### src/rtl/raster_src.sv
// Raster stream source: programmable frame timing (blanking + active area) with
// selectable test patterns, driving the vvalid/hvalid/pixel protocol.
module raster_src #(
   parameter int DW   = 8,
   parameter int HACT = 1920,
   parameter int HBLK = 280,
   parameter int VACT = 1080,
   parameter int VBLK = 45
) (
   input  logic          clk,
   input  logic          rst_b,
   input  logic          en,
   input  logic [1:0]    mode,
   input  logic [DW-1:0] seed,
   output logic          vvalid,
   output logic          hvalid,
   output logic [DW-1:0] dout,
   output logic          sof,
   output logic          eof,
   output logic [15:0]   frame_cnt
);

   localparam int L    = HBLK + HACT;
   localparam int HW   = $clog2(L);
   localparam int VMAX = (VACT > VBLK) ? VACT : VBLK;
   localparam int VW   = $clog2(VMAX + 1);
   localparam int CW0  = (HW > VW) ? HW : VW;
   localparam int CW1  = (CW0 > DW) ? CW0 : DW;
   localparam int CW   = (CW1 > 4) ? CW1 : 4;

   localparam logic [HW-1:0] H_LAST  = HW'(L - 1);
   localparam logic [HW-1:0] HB_LAST = HW'(HBLK - 1);
   localparam logic [HW-1:0] HB_LEN  = HW'(HBLK);
   localparam logic [HW-1:0] X_LAST  = HW'(HACT - 1);
   localparam logic [VW-1:0] VB_LAST = VW'(VBLK - 1);
   localparam logic [VW-1:0] Y_LAST  = VW'(VACT - 1);

   typedef enum logic [1:0] {
      S_IDLE   = 2'd0,
      S_VBLANK = 2'd1,
      S_HBLANK = 2'd2,
      S_ACTIVE = 2'd3
   } state_t;

   state_t          r_state;
   logic [HW-1:0]   r_hcnt;
   logic [VW-1:0]   r_vcnt;
   logic [1:0]      r_mode;
   logic [DW-1:0]   r_seed;
   logic            r_vvalid;
   logic            r_hvalid;
   logic [DW-1:0]   r_dout;
   logic            r_sof;
   logic            r_eof;
   logic [15:0]     r_frame_cnt;

   logic [HW-1:0]   w_x;
   logic [DW-1:0]   w_pix;
   logic            w_active;
   logic            w_sof;
   logic            w_eof;

   function automatic logic [DW-1:0] pattern(
      input logic [1:0]    m,
      input logic [HW-1:0] x,
      input logic [VW-1:0] y,
      input logic [DW-1:0] s
   );
      logic [CW-1:0] xe;
      logic [CW-1:0] ye;
      xe = CW'(x);
      ye = CW'(y);
      case (m)
         2'd0:    pattern = DW'(x);
         2'd1:    pattern = DW'(x) + DW'(y);
         2'd2:    pattern = (xe[3] ^ ye[3]) ? {DW{1'b1}} : {DW{1'b0}};
         default: pattern = s;
      endcase
   endfunction

   // The line counter spans blanking and active, so x is its offset past HBLK.
   always_comb begin
      w_x      = r_hcnt - HB_LEN;
      w_active = (r_state == S_ACTIVE);
      w_pix    = pattern(r_mode, w_x, r_vcnt, r_seed);
      w_sof    = w_active && (w_x == {HW{1'b0}}) && (r_vcnt == {VW{1'b0}});
      w_eof    = w_active && (w_x == X_LAST) && (r_vcnt == Y_LAST);
   end

   always_ff @(posedge clk) begin
      if (rst_b) begin
         r_state     <= S_IDLE;
         r_hcnt      <= {HW{1'b0}};
         r_vcnt      <= {VW{1'b0}};
         r_mode      <= 2'd0;
         r_seed      <= {DW{1'b0}};
         r_vvalid    <= 1'b0;
         r_hvalid    <= 1'b0;
         r_dout      <= {DW{1'b0}};
         r_sof       <= 1'b0;
         r_eof       <= 1'b0;
         r_frame_cnt <= 16'd0;
      end else begin
         case (r_state)
            S_IDLE: begin
               r_hcnt <= {HW{1'b0}};
               r_vcnt <= {VW{1'b0}};
               if (en) begin
                  r_state <= S_VBLANK;
                  r_mode  <= mode;
                  r_seed  <= seed;
               end
            end
            S_VBLANK: begin
               if (r_hcnt == H_LAST) begin
                  r_hcnt <= {HW{1'b0}};
                  if (r_vcnt == VB_LAST) begin
                     r_vcnt  <= {VW{1'b0}};
                     r_state <= S_HBLANK;
                  end else begin
                     r_vcnt <= r_vcnt + VW'(1);
                  end
               end else begin
                  r_hcnt <= r_hcnt + HW'(1);
               end
            end
            S_HBLANK: begin
               r_hcnt <= r_hcnt + HW'(1);
               if (r_hcnt == HB_LAST) begin
                  r_state <= S_ACTIVE;
               end
            end
            S_ACTIVE: begin
               if (r_hcnt == H_LAST) begin
                  r_hcnt <= {HW{1'b0}};
                  if (r_vcnt != Y_LAST) begin
                     r_vcnt  <= r_vcnt + VW'(1);
                     r_state <= S_HBLANK;
                  end else begin
                     // End of frame: the only point besides IDLE where en is honoured.
                     r_vcnt <= {VW{1'b0}};
                     if (en) begin
                        r_state <= S_VBLANK;
                        r_mode  <= mode;
                        r_seed  <= seed;
                     end else begin
                        r_state <= S_IDLE;
                     end
                  end
               end else begin
                  r_hcnt <= r_hcnt + HW'(1);
               end
            end
            default: r_state <= S_IDLE;
         endcase

         r_vvalid    <= (r_state == S_HBLANK) || (r_state == S_ACTIVE);
         r_hvalid    <= w_active;
         r_dout      <= w_active ? w_pix : {DW{1'b0}};
         r_sof       <= w_sof;
         r_eof       <= w_eof;
         r_frame_cnt <= r_frame_cnt + {15'd0, r_eof};
      end
   end

   assign vvalid    = r_vvalid;
   assign hvalid    = r_hvalid;
   assign dout      = r_dout;
   assign sof       = r_sof;
   assign eof       = r_eof;
   assign frame_cnt = r_frame_cnt;

endmodule

### config.mk
export PLATFORM = sky130hd
export DESIGN_NAME = raster_src
export DESIGN_NICKNAME = d
export VERILOG_FILES = /design/src/rtl/raster_src.sv
export SDC_FILE = /design/constraint.sdc
export NUM_CORES = 1
export LEC_CHECK = 0
export CELL_PAD_IN_SITES_DETAIL_PLACEMENT = 1
export CELL_PAD_IN_SITES_GLOBAL_PLACEMENT = 2
export CORE_MARGIN = 2
export CORE_UTILIZATION = 36
export DETAILED_ROUTE_END_ITERATION = 12
export PLACE_DENSITY_LB_ADDON = 0.1
export SLEW_MARGIN = 20
export SYNTH_ARGS = -nofsm -noshare
export SYNTH_HDL_FRONTEND = slang
export SYNTH_SLANG_ARGS = --single-unit
### constraint.sdc
create_clock -name clk -period 4.8 [get_ports clk]
set_input_delay 0.48 -clock clk [delete_from_list [all_inputs] [get_ports clk]]
set_output_delay 0.48 -clock clk [all_outputs]
set_load 0.05 [all_outputs]
### Word level (Yosys, flattened, before mapping)

Index checks and enable logic that the tools add are counted.

| storage, ports and cells | value |
|---|---|
| latch bits | 0 |
| output and inout bits | 28 |
| bits in registers | 63 |
| memories | 0 |
| memory bits (writable) | 0 |
| bits in read-only memories | 0 |
| input bits | 13 |

| cells by class | value |
|---|---|
| $lt $le $gt $ge | 0 |
| div/mod/pow operators | 0 |
| multiply operators | 0 |
| reduce and logical (&&, ||, !) cells | 16 |
| bitwise logic cells | 2 |
| equal/unequal tests | 17 |
| shift operators | 0 |
| multiplexer cells | 25 |
| $add $sub $neg | 5 |

Operator list:

| cell | count |
|---|---|
| 2-to-1 mux 11 bit | 4 |
| case mux 12 bit (3 select lines) | 1 |
| case mux 11 bit (3 select lines) | 1 |
| 2-to-1 mux 8 bit | 4 |
| case mux 8 bit (3 select lines) | 1 |
| 2-to-1 mux 2 bit | 9 |
| adder 16 x 1 -> 16 bit | 1 |
| case mux 8 bit (2 select lines) | 1 |
| adder 12 x 1 -> 12 bit (second input constant) | 1 |
| equality test 12 x 11 -> 1 bit (second input constant) | 1 |
| equality test 12 bit (second input constant) | 1 |
| equality test 12 x 9 -> 1 bit (second input constant) | 1 |
| logical NOT 12 bit | 1 |
| 2-to-1 mux 12 bit | 1 |
| subtractor 12 x 9 -> 12 bit (second input constant) | 1 |
| adder 11 x 1 -> 11 bit (second input constant) | 1 |
| equality test 11 bit (second input constant) | 1 |
| equality test 11 x 6 -> 1 bit (second input constant) | 1 |
| logical NOT 11 bit | 1 |
| != test 11 bit (second input constant) | 1 |
| != test 2 bit (second input constant) | 5 |
| adder 8 bit | 1 |
| case mux 2 bit (4 select lines) | 1 |
| equality test 2 bit (second input constant) | 3 |
| other kinds (14) | 21 |

### Longest topological paths before layout

Gate-level depths: netlist (run 1).

| logic depth | value |
|---|---|
| depth after elaboration | 4 |
| mapped depth | 9 |

### Least setup slack after synthesis (run 1)

OpenSTA, ideal clock, no wires.

| timing path | value |
|---|---|
| path type | register to register |
| start | register r_hcnt[4] |
| end | register r_dout[7], in the netlist dout[7] |
| cell stages (with the launch flop) | 8 |
| data required time | 4.705 ns |
| path buffers | 0 |
| period minus slack after synthesis | 1.982 ns |
| library setup time | 0.095 ns |
| setup slack | 2.818 ns |
| arrival time | 1.887 ns |
| cell sequence | dfxtp_1 > ha_1 > ha_1 > a21oi_1 > o21ai_0 > o31ai_1 > xnor2_1 > a221oi_1 |

| on the way | value |
|---|---|
| cells in the longest elaborated chain, start to end | 3 |

RTL lines:

| item | line | source |
|---|---|---|
| start: declaration | 46 | `logic [HW-1:0] r_hcnt;` |
| start signal: assignment | 93 | `r_hcnt <= {HW{1'b0}};` |
| start signal: assignment | 106 | `r_hcnt <= {HW{1'b0}};` |
| start signal: assignment | 116 | `r_hcnt <= {HW{1'b0}};` |
| subtractor 12 x 9 -> 12 bit * | 83 | `w_x = r_hcnt - HB_LEN;` |
| adder 8 bit | 75 | `2'd1: pattern = DW'(x) + DW'(y);` |
| case mux 8 bit (3 select lines) * | 73 | `case (m)` |
| end signal: assignment | 99 | `r_dout <= {DW{1'b0}};` |
| end signal: assignment | 159 | `r_dout <= w_active ? w_pix : {DW{1'b0}};` |
| end: declaration | 52 | `logic [DW-1:0] r_dout;` |

Every way passes the cells marked *; elsewhere a longest branch is shown, timed or not.
A chain may end at the register's enable or synchronous reset.

### Worst setup path in the final report (run 1)

| timing path | value |
|---|---|
| start | register r_hcnt[3] |
| end | register r_dout[6], in the netlist dout[6] |

| on the way | value |
|---|---|
| cells in the longest elaborated chain, start to end | 4 |
| elaborated cells on any way between the ends | 5 |
| those cells by class | add/sub: 2; mux: 2; bitwise: 1 |

RTL lines:

| item | line |
|---|---|
| subtractor 12 x 9 -> 12 bit * | 83 |
| parallel branches: the longest is 2 deep, another holds adder 8 bit | - |
| case mux 8 bit (3 select lines) * | 73 |

Every way passes the cells marked *.

==> impl_metrics.csv, run 1 <==
group,metric,value,unit
timing,fin_ws,2.32,ns
synth,syn-num-nets,402,
cts,post_cts_buffers,0,
timing,finalMaxSlewViolations,0,
worst_setup_path,cp_slowest_cell,"dfxtp_1",
synth,syn_avg_cell_area,8.62,um2
cts,cts_tree,"built",
global_route,grt_pass1_wl,13700,um
worst_setup_path,cpMostUsedCell,"ha_1",
die,die_x,98.6,um
outcome,status,"finished clean",
cts,cts_resized,0,
cts,cts-hold-fix-buffers,0,
route,routed_via_density,5.27,
run,max_cap_viol_count,0,
worst_setup_path,crit_type,"flop to flop",
synth,synthFlopType,"dfxtp_1",
timing,rsz0062_at_grt,"false",
synth,ys.warnings.count,0,
layout,syn_to_final_growth,20.5,%
synth,synth_compound_area_frac,0.125,
cts,cts_made_buffers,9,
place,hpwlAfterDp,6140,um
timing,fin_crit_sh,0.517,
synth,synth_top_family_by_area,"simple AND/OR/NAND/NOR gates",
synth,synthDistinctLibCells,46,
synth,synth_edf_count,0,
timing,tightest_slew,0.826,ns
timing,fin_crit,2.48,ns
die,die_h,98.6,um
timing,finalSetupTns,0,ns
worst_setup_path,path_cells,"ha_1 > xor2_1 > inv_1 > ha_1 > a21boi_0 > mux2_2 > a21oi_1",
route,via_count,2759,
worst_setup_path,r2r-start,"r_hcnt[3]",
layout,fill_cells,1035,
synth,synth.yosys.seq_area_share,0.391,
cts,clk_latency,0.34,ns
worst_setup_path,end_kind,"flop",
cts,cts.sinks,63,
die,core,8720,um2
synth,synth-simple-area-share,0.249,
synth,synthMuxAreaShare,0.0376,
route,wl_per_cell,15.9,um
die,die-area,9730,um2
route,drt_pass1_iterations,4,
worst_setup_path,crit_fanout,10,
worst_hold_path,hp-start,"r_hcnt[0]",
place,io_buffers,40,
place,pre_cts_slack,2.36,ns
layout,nets,439,
pwr,vdd_ir_drop_max,0.126,mV
synth,synth-seq-cells,63,
global_route,antenna_found_initial,0,
worst_setup_path,cpPeakStageDelay,0.55,ns
route,ant_nets,0,
worst_setup_path,crit_arrival,2.74,ns
timing,setup_violations,0,
cts,cts_htree_levels,3,
cts,clk_pin_slew,0.08,ns
layout,num_antenna_cells,0,
die,rows,34,
timing,skew,0.0118,ns
worst_setup_path,startpoint,"r_hcnt[3]",
die,initial_core_util,0.370,
route,drtIter0Drc,65,
global_route,grt_start_max_net_pins,37,
route,drt_wl_total,8320,um
place,place.gp.congestion,0.846,
route,drc,0,
cts,cts_buffer_depth,2,
layout,post-route-util,0.446,
worst_setup_path,crit_path_start_kind,"flop",
synth,mappedNetlistArea,3220,um2
pwr,p_per_area,266,nW/um2
layout,final_cell_mix,"dfxtp_1, nor2_1, clkdlybuf4s50_1",
worst_setup_path,crit_required,5.06,ns
layout,mostFrequentLayoutCell,"dfxtp_1",
timing,hold_viol_final,0,
global_route,grt_pass1_vias,2722,
synth,syn_inst,374,
die,io_pins,41,
timing,timing.fmax,403,MHz
worst_hold_path,hold_class,"flop to flop",
cts,cts_root_buf,"clkbuf_8",
timing,maxSlewHeadroom,0.446,
layout,drive_gt1_frac,0.0577,
global_route,grt_usage,0.177,
pwr,leakagePower,0.00142,uW
synth,synthArstFlopShare,0,
global_route,globalRouteOverflowTotal,0,
synth,synth-adder-area-share,0.0605,
synth,synth-xor-area-share,0.101,
## final cells by class
cell class	instances	area (um2)	area share
multi-input cells	285	1840	0.475
flip-flops and latches	63	1260	0.325
repair buffers	43	423	0.109
well taps	108	135	0.0348
clock buffers	10	128	0.0328
clock inverters	6	61.3	0.0158
inverters	9	33.8	0.00869
## power by group
group          switching [uW]  internal [uW]
logic                    24.6           22.5
clock network             211            238
registers                8.46            529
## flip-flops by register name, summed over array words and instances, names as in the netlist
register	count
frame_cnt	16
r_hcnt	12
r_vcnt	11
dout	8
r_seed	8
r_mode	2
r_state	2
eof	1
hvalid	1
sof	1
vvalid	1
## synth_stat cells, types with 5 or more instances
master | instances | area, um2
clkbuf_1 | 9 | 33.8
nand4_1 | 9 | 56.3
or3_1 | 5 | 31.3
inv_1 | 9 | 33.8
nor2b_1 | 6 | 37.5
xnor2_1 | 14 | 123
dfxtp_1 | 63 | 1260
mux2i_1 | 11 | 110
nor3_1 | 10 | 50.1
nand3_1 | 17 | 85.1
nor3b_1 | 5 | 37.5
a211oi_1 | 6 | 45.0
a21oi_1 | 13 | 65.1
o21ai_0 | 23 | 115
xor2_1 | 23 | 201
nor2_1 | 48 | 180
nor4_1 | 6 | 37.5
nand2_1 | 31 | 116
buf_2 | 5 | 25.0
and3_1 | 7 | 43.8
ha_1 | 14 | 175
## through the flow
step           area, um2  hold slack, ns  power, uW  std cells
2_1_floorplan       3220           0.441        576        374
3_3_place_gp        3700           0.464        597        508
3_5_place_dp        3700           0.478        597        508
4_1_cts             3890           0.494       1050        524
5_1_grt             3890           0.526       1080        524
6_report            3890           0.484       1030        524
## path summary, 6_finish.rpt
check	to	slack, ns	cells past startpoint
worst min-delay path	r_hcnt[0]	0.48	1
worst max register to register	dout[6]	2.32	7
worst min register to register	r_hcnt[0]	0.48	1
worst max-delay path	dout[6]	2.32	7
## logic make-up after synthesis
| group | Yosys count |
|---|---|
| XOR/XNOR | 37 |
| AO/OA/AOI/OAI | 63 |
| AND/OR/NAND/NOR | 158 |
| buffers and inverters | 26 |
| multiplexers | 12 |
| adder cells (fa/ha/maj) | 15 |
| flip-flops | 63 |
## metal layers
layer | track usage | share of wire
met3 | 0.0305 | 0.031
met1 | 0.240 | 0.51
met4 | 0.0769 | 0.019
met5 | 0 | 0
met2 | 0.277 | 0.44
## critical path: cells and delay by family (launching register included)
kind / cells / cell delay (ns)
compound gates: 2 / 0.40
flops: 1 / 0.55
buf+inv: 1 / 0.10
mux: 1 / 0.39
xor+xnor: 1 / 0.31
fa+ha+maj: 2 / 0.65
(Power assumes the default switching activity.)
==> run 2: changes to the inputs <==
--- a/config.mk
+++ b/config.mk
@@ -8,7 +8,7 @@
 export CELL_PAD_IN_SITES_DETAIL_PLACEMENT = 1
 export CELL_PAD_IN_SITES_GLOBAL_PLACEMENT = 2
 export CORE_MARGIN = 2
-export CORE_UTILIZATION = 36
+export CORE_UTILIZATION = 30
 export DETAILED_ROUTE_END_ITERATION = 12
 export PLACE_DENSITY_LB_ADDON = 0.1
 export SLEW_MARGIN = 20
==> constraint.sdc (replaced) <==
create_clock -name clk -period 2.06 [get_ports clk]
set_input_delay 0.206 -clock clk [delete_from_list [all_inputs] [get_ports clk]]
set_output_delay 0.206 -clock clk [all_outputs]
set_load 0.05 [all_outputs]
==> run 2 against run 1 <==
Effect of this change:
- final area grew 11%
- clock power grew to 2.5 times the previous value
- combinational power grew to 2.7 times the previous value
- register-to-register slack lost 2.2 ns
- final cell count grew 13%
- via count grew 6.5%
==> impl_metrics.csv, run 2 (same netlist as run 1, synthesis figures left out) <==
group,metric,value,unit
outcome,status,"finished clean",
die,die_x,108,um
layout,num_antenna_cells,0,
timing,maxSlewHeadroom,0.608,
cts,cts_htree_levels,3,
timing,tightest_slew,0.586,ns
cts,cts_tree,"built",
cts,cts.sinks,63,
timing,finalSetupTns,0,ns
pwr,p_per_area,580,nW/um2
layout,nets,481,
route,routed_via_density,4.95,
timing,setup_violations,0,
worst_setup_path,cp-endpoint,"r_seed[3]",
cts,cts_root_buf,"clkbuf_8",
cts,cts_made_buffers,9,
die,initial_core_util,0.311,
global_route,antenna_found_initial,0,
global_route,grt_usage,0.173,
route,drt_pass1_iterations,5,
place,hpwlAfterDp,7020,um
route,drc,0,
timing,hold_viol_final,0,
timing,rsz0062_at_grt,"false",
worst_setup_path,crit_required,2.29,ns
die,core,10400,um2
timing,fin_crit,1.96,ns
die,rows,37,
worst_setup_path,crit_fanout,10,
layout,stdcell_area,4320,um2
route,wl_per_cell,15.8,um
worst_setup_path,r2r-start,"r_hcnt[1]",
place,dpl_cell_area,4040,um2
layout,largest_register_ffs,16,
layout,drive_gt1_frac,0.173,
die,io_pins,41,
global_route,grt_pass1_vias,2997,
worst_setup_path,crit_type,"flop to flop",
cts,clk_latency,0.35,ns
route,drt_wl_total,9380,um
layout,syn_to_final_growth,33.9,%
worst_setup_path,r2r_end,"r_seed[3]",
timing,finalMaxSlewViolations,0,
global_route,globalRouteOverflowTotal,0,
worst_hold_path,hold_class,"flop to flop",
layout,final_cell_mix,"dfxtp_1, nor2_1, buf_4",
place,place.gp.congestion,0.818,
timing,fin_crit_sh,0.950,
cts,cts_buffer_depth,2,
cts,cts-hold-fix-buffers,0,
timing,skew,0.0127,ns
worst_setup_path,startpoint,"r_hcnt[1]",
worst_hold_path,whs_path_depth,1,
worst_setup_path,crit_path_start_kind,"flop",
worst_setup_path,worstRegToRegCells,7,
place,io_buffers,40,
route,ant_nets,0,
worst_setup_path,ff2ff_setup_slack,0.10,ns
worst_setup_path,end_kind,"flop",
pwr,vdd_ir_drop_max,0.208,mV
die,die_h,108,um
route,drtIter0Drc,160,
timing,timing.fmax,511,MHz
global_route,grt_start_max_net_pins,27,
route,via_count,2937,
run,max_cap_viol_count,0,
layout,mostFrequentLayoutCell,"dfxtp_1",
cts,clk_pin_slew,0.07,ns
pwr,leakagePower,0.00166,uW
global_route,grt_pass1_wl,15500,um
worst_setup_path,crit_arrival,2.19,ns
die,die-area,11600,um2
[run 2: final cells by class]
type / instances / area, um2
inverter: 9 / 33.8
tap: 136 / 170
clock buffer: 12 / 155
timing repair buffer: 85 / 754
sequential: 63 / 1260
multi-input combinational: 285 / 1900
clock inverter: 3 / 42.5
fill: 1243 / 6050
[run 2: metrics by stage]
step / power [uW] / worst slack [ns] / std cells / util / hold slack (ns)
2_1_floorplan: 1340 / 0.0776 / 374 / - / 0.350
3_3_place_gp: 1400 / 0.0491 / 575 / 0.389 / 0.460
3_5_place_dp: 1400 / -0.0218 / 575 / 0.389 / 0.476
4_1_cts: 2540 / 0.00256 / 590 / 0.410 / 0.452
5_1_grt: 2620 / 0.00272 / 593 / 0.416 / 0.470
6_report: 2510 / 0.103 / 593 / 0.416 / 0.448
[run 2: worst max-delay path: stages (launching register included)]
cell	delay [ns]
dfxtp_1	0.35
ha_1	0.22
and3b_1	0.23
and4_2	0.27
a31oi_1	0.21
buf_4	0.25
mux2i_1	0.23
nor2_1	0.06
[run 2: what timing repair did]
item / 4_1_cts / 5_1_grt
pin swaps: 1 / 4
setup endpoints to repair: 2 / 19
buffers inserted: 0 / 3
resized for setup: 4 / 14
[run 2: per-layer routing]
layer	global-route usage	vias to the layer above	routed length (um)
met4	0.0522	0	84
li1	-	1479	-
met1	0.228	1408	4490
met3	0.0375	5	372
met2	0.282	45	4430
met5	0	-	0
[run 2: how the worst min path moves through the flow]
stage / slack [ns] / end / startpoint
after floorplan: 0.35 / r_mode[0] / mode[0]
after global placement: 0.46 / r_hcnt[0] / r_hcnt[0]
after detailed placement: 0.48 / r_hcnt[0] / r_hcnt[0]
after CTS: 0.45 / r_hcnt[0] / r_hcnt[0]
after global routing: 0.47 / r_hcnt[0] / r_hcnt[0]
final: 0.45 / r_hcnt[0] / r_hcnt[0]
[run 2: power by group]
group	total (uW)	switching, uW	internal (uW)
sequential	1250	15.7	1230
clock	1130	511	617
combinational	128	66.4	61.6
==> run 3: changes to the inputs <==
==> constraint.sdc (replaced) <==
create_clock -name clk -period 1.8 [get_ports clk]
set_input_delay 0.18 -clock clk [delete_from_list [all_inputs] [get_ports clk]]
set_output_delay 0.18 -clock clk [all_outputs]
set_load 0.05 [all_outputs]
==> run 3 against run 2 <==
Effect of this change:
- the flow now finishes with violations (setup timing)
- flip-flop and latch count did not move
- critical path type unchanged
- final cell count is 6.6% higher
- sequential share of layout area decreased by 3.2 points
- hold slack worse by 0.011 ns
==> impl_metrics.csv, run 3 (same netlist as run 1, synthesis figures left out) <==
group,metric,value,unit
outcome,status,"complete, but fails checks",
outcome,violations,"setup timing",
cts,cts_buffer_depth,2,
worst_setup_path,startpoint,"r_vcnt[9]",
cts,clk_pin_slew,0.07,ns
worst_setup_path,crit_type,"flop to flop",
timing,setup_violations,25,
route,drc,0,
layout,drive_gt1_frac,0.333,
timing,finalMaxSlewViolations,0,
global_route,grt_pass1_vias,3267,
route,drt_pass1_iterations,4,
layout,fill_cells,1214,
worst_setup_path,crit_required,2.03,ns
route,via_count,3130,
layout,stdcell_area,4920,um2
run,max_cap_viol_count,0,
worst_hold_path,hold_class,"input pin to flop",
place,dpl_cell_area,4380,um2
worst_setup_path,end_kind,"flop",
pwr,power.total,2860,uW
pwr,p_per_area,582,nW/um2
die,core,10400,um2
cts,cts_made_buffers,9,
pwr,clkPwrFrac,0.440,
pwr,comb_power_share,0.064,
timing,fin_crit_sh,1.06,
layout,nets,520,
worst_setup_path,crit_fanout,5,
timing,tightest_slew,0.507,ns
pwr,sequentialPowerShare,0.496,
timing,fin_ws,-0.113,ns
worst_setup_path,cpPeakStageDelay,0.56,ns
timing,hold_viol_final,0,
die,die-area,11600,um2
cts,cts_tree,"built",
layout,mostFrequentLayoutCell,"buf_4",
route,drt_wl_total,10200,um
worst_hold_path,hp-start,"seed[3]",
worst_setup_path,cp_slowest_cell,"or4_4",
global_route,antenna_found_initial,0,
layout,num_antenna_cells,0,
pwr,netSwitchingFraction,0.235,
pwr,internal-power,2190,uW
layout,syn_to_final_growth,52.6,%
layout,multi_input_comb_area,2150,um2
global_route,grt_pass1_wl,16600,um
worst_setup_path,crit_arrival,2.14,ns
die,die_x,108,um
layout,largest_register_ffs,16,
timing,timing.fmax,523,MHz
layout,final-seq-area,1290,um2
die,io_pins,41,
place,io_buffers,40,
worst_setup_path,r2r-start,"r_vcnt[9]",
route,routed_via_density,4.95,
route,wl_per_cell,16.1,um
cts,cts.sinks,63,
route,ant_nets,0,
worst_setup_path,ff2ff_setup_slack,-0.11,ns
die,initial_core_util,0.311,
die,rows,37,
global_route,grt_start_max_net_pins,28,
place,hpwlAfterDp,7500,um
die,die_h,108,um
layout,final_cell_mix,"buf_4, dfxtp_1, nor2_1",
worst_setup_path,crit_path_start_kind,"flop",
pwr,p_sw,672,uW
layout,final_cells,632,
global_route,grt_usage,0.186,
cts,clk_latency,0.35,ns
pwr,vdd_ir_drop_max,0.251,mV
cts,cts_htree_levels,3,
timing,rsz0062_at_grt,"true",
cts,cts_root_buf,"clkbuf_8",
route,drtIter0Drc,85,
worst_setup_path,path_cells,"or4_4 > buf_6 > nor4_4 > a31oi_4 > buf_6 > mux2i_2 > nor2_1",
timing,skew,0.00640,ns
global_route,globalRouteOverflowTotal,0,
place,dp.cells,611,
timing,fin_crit,1.91,ns
pwr,leakagePower,0.00198,uW
cts,cts-hold-fix-buffers,0,
timing,maxSlewHeadroom,0.661,
timing,finalSetupTns,-1.69,ns
place,place.gp.congestion,0.825,
worst_setup_path,cpMostUsedCell,"buf_6",
==> run 3: cell count changes in the layout (fill, tap and decap cells not counted), sizes merged <==
cell           change
buf               +39
clkdlybuf4s50      -4
dlymetal6s2s       +4
bufinv             -1
clkbuf             +1
clkinv             +1
clkinvlp           -1
==> run 3: final cells by class <==
| class | count | area share |
|---|---|---|
| tap | 136 | 0.0346 |
| clock inverter | 2 | 0.00203 |
| sequential | 63 | 0.261 |
| inverter | 9 | 0.00686 |
| multi-input combinational | 285 | 0.438 |
| timing repair buffer | 124 | 0.219 |
| clock buffer | 13 | 0.0389 |
==> run 3: worst paths after layout <==
path                                   to  cells after the start
worst max-delay path            r_mode[0]                      7
worst min-delay path            r_seed[3]                      3
worst max register to register  r_mode[0]                      7
worst min register to register  r_seed[4]                      2
==> run 3: critical path, delay by kind of cell, from the launching register on <==
kind	cells	cell delay (ns)
mux	1	0.17
simple gates	3	0.83
compound gates	1	0.15
flops	1	0.32
buf+inv	2	0.31
==> run 3: what timing repair did <==
action,in CTS,in global routing
endpoints found under the setup margin,32,48
cloned,1,0
buffers inserted,2,4
gates resized for setup,40,39
pin swaps,19,21
==> run 3: stage by stage <==
step                      setup WS, ns  utilization  hold WS (ns)
final                           -0.113        0.475         0.437
after global routing            -0.191        0.475         0.471
after CTS                       -0.214        0.458         0.432
after detailed placement        -0.333        0.422         0.495
after global placement          -0.397        0.422         0.476
after floorplan                -0.0433            -         0.324
==> run 3: power by group through the flow <==
stage | sequential [uW] | clock, uW | combinational, uW
after floorplan | 1450 | 0 | 86.0
after global placement | 1450 | 0 | 162
after detailed placement | 1450 | 0 | 162
after CTS | 1420 | 1300 | 181
after global routing | 1420 | 1370 | 203
final | 1420 | 1260 | 184
==> run 3: layer usage <==
| metal | wire [um] | part of all wire | global-route usage | vias to the layer above |
|---|---|---|---|---|
| li1 | - | - | - | 1559 |
| met1 | 4590 | 0.45 | 0.229 | 1505 |
| met2 | 5040 | 0.50 | 0.317 | 51 |
| met3 | 338 | 0.033 | 0.0375 | 15 |
| met4 | 201 | 0.020 | 0.0760 | 0 |
| met5 | 0 | 0 | 0 | - |
